### config.mk
export PLATFORM = sky130hd
export DESIGN_NAME = conv_hps_bridge_flat
export DESIGN_NICKNAME = d
export VERILOG_FILES = /design/src/rtl/conv_bridge_pkg.sv /design/src/rtl/conv_hps_bridge_if.sv /design/src/rtl/sat_counter.sv /design/src/rtl/conv_hps_bridge.sv /design/src/flat_wrapper.sv
export SDC_FILE = /design/constraint.sdc
export NUM_CORES = 1
export LEC_CHECK = 0
export ABC_AREA = 1
export CORE_MARGIN = 3
export CORE_UTILIZATION = 45
export CTS_CLUSTER_SIZE = 10
export DETAILED_ROUTE_END_ITERATION = 7
export PLACE_DENSITY_LB_ADDON = 0.05
export SYNTH_ARGS = -nofsm -noshare
export SYNTH_HDL_FRONTEND = slang
export SYNTH_SLANG_ARGS = --single-unit
### constraint.sdc
create_clock -name i_clk -period 2 [get_ports i_clk]
set_input_delay 0.4 -clock i_clk [delete_from_list [all_inputs] [get_ports i_clk]]
set_output_delay 0.4 -clock i_clk [all_outputs]
set_load 0.01 [all_outputs]
### src/rtl/conv_bridge_pkg.sv
// conv_bridge_pkg: bridge state encoding and default sizing shared by the
// HPS-to-convolution bridge, its interface and its bench.
package conv_bridge_pkg;

  localparam int DEF_DATA_W      = 25;
  localparam int DEF_RES_W       = 2;
  localparam int DEF_CNT_W       = 16;
  localparam int DEF_TIMEOUT_CYC = 1024;

  typedef enum logic [1:0] {
    IDLE = 2'd0,
    SEND = 2'd1,
    WAIT = 2'd2,
    DONE = 2'd3
  } state_e;

endpackage

### src/rtl/conv_hps_bridge_if.sv
// conv_hps_bridge_if: operand/result handshake between the bridge (master)
// and the convolution core (slave).
interface conv_hps_bridge_if
  import conv_bridge_pkg::*;
#(
  parameter int DATA_W = DEF_DATA_W,
  parameter int RES_W  = DEF_RES_W
);

  logic              valid;
  logic [DATA_W-1:0] x;
  logic [DATA_W-1:0] k;
  logic              conv_ready;
  logic              res_valid;
  logic [RES_W-1:0]  res;
  logic              res_ready;

  modport master (
    output valid, x, k, res_ready,
    input  conv_ready, res_valid, res
  );

  modport slave (
    input  valid, x, k, res_ready,
    output conv_ready, res_valid, res
  );

endinterface

### src/rtl/sat_counter.sv
// sat_counter: clearable up-counter that sticks at all-ones. q_next is the
// value the counter takes at this edge, so a same-cycle capture includes it.
module sat_counter #(
  parameter int W = 16
) (
  input  logic         clk,
  input  logic         rst,
  input  logic         clr,
  input  logic         en,
  output logic [W-1:0] q_next
);

  logic [W-1:0] q;

  // NOTE: default assigned first so every path drives q_next; no latch.
  always_comb begin
    q_next = q;
    if (clr) begin
      q_next = '0;
    end else if (en && (q != '1)) begin
      q_next = q + 1'b1;
    end
  end

  // NOTE: non-blocking for registered state so evaluation order is irrelevant.
  always_ff @(posedge clk) begin
    if (rst) begin
      q <= '0;
    end else begin
      q <= q_next;
    end
  end

endmodule

### src/rtl/conv_hps_bridge.sv
// conv_hps_bridge: turns HPS toggle-bit requests into one valid/ready operand
// transfer and returns result, job count and latency. Watchdog: CONV_BRIDGE_TIMEOUT_EN.
module conv_hps_bridge
  import conv_bridge_pkg::*;
#(
  parameter int DATA_W = DEF_DATA_W,
  parameter int RES_W  = DEF_RES_W,
  parameter int CNT_W  = DEF_CNT_W
`ifdef CONV_BRIDGE_TIMEOUT_EN
  ,
  parameter int TIMEOUT_CYC = DEF_TIMEOUT_CYC
`endif
) (
  input  logic                     i_clk,
  input  logic                     i_rst,
  input  logic                     i_req_tog,
  input  logic                     i_ack_tog,
  input  logic [DATA_W-1:0]        i_x,
  input  logic [DATA_W-1:0]        i_k,
  conv_hps_bridge_if.master        conv,
  output logic [RES_W-1:0]         o_res,
  output logic                     o_busy,
  output logic                     o_done_tog,
  output logic                     o_err_overrun,
  output logic                     o_err_timeout,
  output logic [CNT_W-1:0]         o_job_cnt,
  output logic [CNT_W-1:0]         o_lat_cycles
);

  state_e           state, state_nxt;
  logic             req_q;
  logic             req_edge, start, counting, xfer, capture, ack, timeout;
  logic [CNT_W-1:0] lat_next;

  assign req_edge = i_req_tog ^ req_q;
  assign start    = (state == IDLE) && req_edge;
  assign counting = (state == SEND) || (state == WAIT);
  assign xfer     = (state == SEND) && conv.valid && conv.conv_ready;
  assign capture  = (state == WAIT) && conv.res_valid;
  assign ack      = (i_ack_tog == o_done_tog);

  sat_counter #(.W(CNT_W)) u_lat (
    .clk    (i_clk),
    .rst    (i_rst),
    .clr    (start),
    .en     (counting),
    .q_next (lat_next)
  );

`ifdef CONV_BRIDGE_TIMEOUT_EN
  localparam int WD_W = $clog2(TIMEOUT_CYC + 1);
  logic [WD_W-1:0] wd_next;

  sat_counter #(.W(WD_W)) u_wd (
    .clk    (i_clk),
    .rst    (i_rst),
    .clr    (start),
    .en     (counting),
    .q_next (wd_next)
  );

  // A result arriving on the final watchdog cycle still counts as a real completion.
  assign timeout = counting && !capture && (wd_next == WD_W'(TIMEOUT_CYC));
`else
  assign timeout       = 1'b0;
  assign o_err_timeout = 1'b0;
`endif

  always_ff @(posedge i_clk) begin
    if (i_rst) begin
      state <= IDLE;
    end else begin
      state <= state_nxt;
    end
  end

  always_comb begin
    state_nxt      = state;
    o_busy         = (state != IDLE);
    conv.res_ready = (state == WAIT);
    unique case (state)
      IDLE: if (start)   state_nxt = SEND;
      SEND: if (timeout) state_nxt = DONE;
            else if (xfer) state_nxt = WAIT;
      WAIT: if (capture || timeout) state_nxt = DONE;
      DONE: if (ack)     state_nxt = IDLE;
    endcase
  end

  always_ff @(posedge i_clk) begin
    if (i_rst) begin
      // Adopt the current toggle level so reset release is not seen as a request.
      req_q         <= i_req_tog;
      conv.valid    <= 1'b0;
      conv.x        <= '0;
      conv.k        <= '0;
      o_res         <= '0;
      o_done_tog    <= 1'b0;
      o_err_overrun <= 1'b0;
      o_job_cnt     <= '0;
      o_lat_cycles  <= '0;
`ifdef CONV_BRIDGE_TIMEOUT_EN
      o_err_timeout <= 1'b0;
`endif
    end else begin
      req_q <= i_req_tog;
      if (start) begin
        conv.x     <= i_x;
        conv.k     <= i_k;
        conv.valid <= 1'b1;
      end
      if (xfer) begin
        conv.valid <= 1'b0;
      end
      if (req_edge && (state != IDLE)) begin
        o_err_overrun <= 1'b1;
      end
      if (capture) begin
        o_res        <= conv.res;
        o_job_cnt    <= o_job_cnt + 1'b1;
        o_lat_cycles <= lat_next;
        o_done_tog   <= ~o_done_tog;
      end
`ifdef CONV_BRIDGE_TIMEOUT_EN
      if (timeout) begin
        conv.valid    <= 1'b0;
        o_res         <= '0;
        o_lat_cycles  <= '1;
        o_done_tog    <= ~o_done_tog;
        o_err_timeout <= 1'b1;
      end
`endif
    end
  end

endmodule
### src/flat_wrapper.sv
// flat-port wrapper written by rule: the top's interface ports become plain ports
module conv_hps_bridge_flat import conv_bridge_pkg::*;
#(
  parameter int DATA_W = DEF_DATA_W,
  parameter int RES_W  = DEF_RES_W,
  parameter int CNT_W  = DEF_CNT_W

)
  (i_clk, i_rst, i_req_tog, i_ack_tog, i_x, i_k, o_res, o_busy, o_done_tog, o_err_overrun, o_err_timeout, o_job_cnt, o_lat_cycles, conv_valid, conv_x, conv_k, conv_res_ready, conv_conv_ready, conv_res_valid, conv_res);
  conv_hps_bridge_if #(.DATA_W(DATA_W), .RES_W(RES_W)) conv_i ();
  input  logic i_clk;
  input  logic i_rst;
  input  logic i_req_tog;
  input  logic i_ack_tog;
  input  logic [DATA_W-1:0] i_x;
  input  logic [DATA_W-1:0] i_k;
  output logic [RES_W-1:0] o_res;
  output logic o_busy;
  output logic o_done_tog;
  output logic o_err_overrun;
  output logic o_err_timeout;
  output logic [CNT_W-1:0] o_job_cnt;
  output logic [CNT_W-1:0] o_lat_cycles;
  output wire logic [$bits(conv_i.valid)-1:0] conv_valid;
  output wire logic [$bits(conv_i.x)-1:0] conv_x;
  output wire logic [$bits(conv_i.k)-1:0] conv_k;
  output wire logic [$bits(conv_i.res_ready)-1:0] conv_res_ready;
  input wire logic [$bits(conv_i.conv_ready)-1:0] conv_conv_ready;
  input wire logic [$bits(conv_i.res_valid)-1:0] conv_res_valid;
  input wire logic [$bits(conv_i.res)-1:0] conv_res;
  assign conv_valid = conv_i.valid;
  assign conv_x = conv_i.x;
  assign conv_k = conv_i.k;
  assign conv_res_ready = conv_i.res_ready;
  assign conv_i.conv_ready = conv_conv_ready;
  assign conv_i.res_valid = conv_res_valid;
  assign conv_i.res = conv_res;
  conv_hps_bridge #(.DATA_W(DATA_W), .RES_W(RES_W), .CNT_W(CNT_W)) u_core (.i_clk(i_clk), .i_rst(i_rst), .i_req_tog(i_req_tog), .i_ack_tog(i_ack_tog), .i_x(i_x), .i_k(i_k), .conv(conv_i), .o_res(o_res), .o_busy(o_busy), .o_done_tog(o_done_tog), .o_err_overrun(o_err_overrun), .o_err_timeout(o_err_timeout), .o_job_cnt(o_job_cnt), .o_lat_cycles(o_lat_cycles));
endmodule
==> results.yml <==
yosys:
  synthArstFlopShare_pct: 0
  postSynthAreaPerCell_um2: 8.01
  synth-seq-cells: 106
  syn-num-nets: 635
  synth_cell_type_count: 38
  netlist_instances: 571
  yosys_warnings: 0
  syn_area_um2: 4570
  synth_edf_count: 0
  synth_ff_type: "dfxtp_1"
  yosysSeqAreaShare_pct: 46.4
worst_hold_path:
  hold_depth: 2
  hp-class: "reg2reg"
  holdPathEnd: "u_core.conv.x[7]$_SDFFE_PP0N_"
  worstHoldStart: "u_core.conv.x[7]$_SDFFE_PP0N_"
final_layout:
  n_antenna_cell: 0
  fin_area_um2: 6420
  fillers: 869
  syn_to_final_growth_pct: 40.4
  fin_cells: 848
  multi_input_comb_area_um2: 2000
  finalCoreUtilization_pct: 65.4
  register_area_um2: 2120
  layout_commonest_cell: "clkdlybuf4s50_1"
  finalNetCount: 774
  final_cell_mix: "clkdlybuf4s50_1, dfxtp_1, inv_1"
  drive_gt1_share_pct: 11.3
worst_setup_path:
  timing.rr.end: "u_core.o_lat_cycles[12]$_SDFFE_PP0P_"
  timing.rr.start: "u_core.state[1]$_SDFFE_PP0P_"
  crit_top_cell: "nand3_1"
  cp.buffers_inverters: 2
  worstRegToRegCells: 9
  start_kind: "flop"
  cp_max_fo: 5
  cp_top_family: "simple AND/OR/NAND/NOR gates"
  end_kind: "flop"
  cp_data_arrival_time_ns: 2.10
  cp_data_required_time_ns: 2.25
  worstSetupPathType: "reg2reg"
  cp_slowest_stage_delay_ns: 0.39
  cp_slowest_cell: "ha_1"
  crit_chain: "inv_1 > ha_1 > nand4_1 > inv_2 > nand3_1 > nor2_1 > nand2_1 > nand3_1 > a21oi_1"
  rrSetupSlack_ns: 0.16
routing:
  ant_nets: 0
  vias: 4193
  drt-pass1-iter-count: 4
  drt_wl_total_um: 11600
  avgRoutedWirePerCell_um: 13.7
  drc: 0
  viasPerCell: 4.94
  drt_iter0_drc: 191
global_route:
  grt_first_pass_wirelength_um: 18500
  grt_max_degree: 47
  busiest_layer: "met2"
  grt_pass1_vias: 3887
  grt_overflow: 0
  antenna_found_initial: 0
  grt_usage_pct: 19.9
  met2_usage_pct: 33.0
  grt.met1_usage_pct: 26.3
  met3_usage_pct: 3.85
sta:
  setup-tns-final_ns: 0
  setup_viol: 0
  finClkSkew_ns: 0.0155
  rsz0062_at_grt: "false"
  hold_viol: 0
  fmax_mhz: 543
  min_period_over_period_pct: 92.1
  report.final.slew_viol_count: 0
  holdWs_ns: 0.447
  period_needed_ns: 1.84
clock_network:
  root_buffer: "clkbuf_8"
  htreeDepth: 3
  cts_hold_buf: 0
  path_clk_slew_ns: 0.11
  cts_resized: 4
  clock-sinks: 106
  clock_path_buffers: 2
  clkLatencyLatePin_ns: 0.36
  numCtsBuffers: 9
  post_cts_buffers: 0
  cts_tree: "built"
pwr:
  power.switching_uw: 2230
  combPwrFrac_pct: 37.0
  p_per_area_nw_per_um2: 1040
  leakage_uw: 0.00255
  irDropWorstVdd_mv: 0.497
  p_int_uw: 4430
  power_frac_clock_pct: 20.6
  switching_share_pct: 33.5
  seq_power_share_pct: 42.4
die:
  die-area_um2: 11400
  die_w_um: 107
  coreArea_um2: 9820
  rows: 36
  ios: 148
  die_y_um: 107
  start_util_pct: 46.6
place:
  gp_congestion: 0.818
  dpl.hpwl_um: 8520
  port_buffers: 146
  place_inst: 832
  place_area_um2: 6210
flow_run:
  cap_violations: 0
run_status:
  status: "complete, no violations"
==> worst max-delay path by stage <==
stage	cells past startpoint	slack [ns]	end	start
after global routing	8	0.008	u_core.o_lat_cycles[6]$_SDFFE_PP0P_	u_core.state[1]$_SDFFE_PP0P_
after detailed placement	8	0.06	u_core.o_job_cnt[12]$_SDFFE_PP0P_	conv_res_valid
after global placement	8	0.13	u_core.o_job_cnt[15]$_SDFFE_PP0P_	conv_res_valid
final	9	0.16	u_core.o_lat_cycles[12]$_SDFFE_PP0P_	u_core.state[1]$_SDFFE_PP0P_
after CTS	9	0.16	u_core.o_lat_cycles[12]$_SDFFE_PP0P_	u_core.state[1]$_SDFFE_PP0P_
after floorplan	9	0.39	u_core.o_job_cnt[12]$_SDFFE_PP0P_	u_core.state[0]$_SDFFE_PP0P_
==> routing by layer <==
layer	wire length [um]	share of wire [%]
met1	5240	45
met2	5480	47
met3	757	6.5
met4	148	1.3
met5	0	0
==> flip-flops by register name (all words and copies together), names as in the netlist <==
signal,cells
u_core.conv.k,25
u_core.conv.x,25
u_core.o_job_cnt,16
u_core.o_lat_cycles,16
u_core.u_lat.q,16
u_core.o_res,2
u_core.state,2
u_core.conv.valid,1
u_core.o_done_tog,1
u_core.o_err_overrun,1
u_core.req_q,1
==> power groups by stage <==
stage	Sequential, uW	Clock [uW]	Combinational [uW]
floorplan	3050	0	961
global placement	2850	0	2430
detailed placement	2870	0	2490
CTS	2830	1430	2490
global route	2890	1500	2700
finish	2820	1370	2460
==> per-stage QoR <==
stage	total power [uW]	setup slack [ns]
after CTS	6750	0.157
after global placement	5280	0.126
after floorplan	4010	0.393
after detailed placement	5370	0.0625
final	6660	0.159
after global routing	7090	0.00771
==> area by class of cell <==
cell class | count | share of cell area, %
Multi-Input combinational cell | 351 | 31.2
Clock buffer | 9 | 1.93
Timing Repair Buffer | 157 | 25.0
Tap cell | 133 | 2.59
Inverter | 85 | 4.97
Sequential cell | 106 | 33.1
Clock inverter | 7 | 1.27
==> cells by family after synthesis <==
group / Yosys count / share of synthesized area (%)
xor gates and xnor gates: 5 / 0.958
and+or+nand+nor: 178 / 22.3
DFF: 106 / 46.4
AOI/OAI and AO/OA: 161 / 18.6
buffers and inverters: 114 / 10.0
adders and majority gates: 6 / 1.64
other: 1 / 0.0820
==> worst reg2reg max path, stage by stage (launching register included) <==
cell     delay (ns)
dfxtp_1        0.38
inv_1          0.09
ha_1           0.39
nand4_1        0.27
inv_2          0.16
nand3_1        0.11
nor2_1         0.12
nand2_1        0.06
nand3_1        0.10
a21oi_1        0.07
==> cells in the mapped netlist (6+ instances only) <==
cell type | n | share of area (%)
dfxtp_1 | 106 | 46
inv_1 | 82 | 6.7
o21ai_0 | 74 | 8.1
a21oi_1 | 73 | 8.0
nand2_1 | 53 | 4.4
nor2_1 | 43 | 3.5
nand3_1 | 22 | 2.4
clkbuf_1 | 16 | 1.3
nand3_2 | 16 | 3.5
nand2_2 | 7 | 0.96
nor3_1 | 7 | 0.77
buf_2 | 6 | 0.66
ha_1 | 6 | 1.6
No activity file was read; power rests on OpenSTA's default activity.
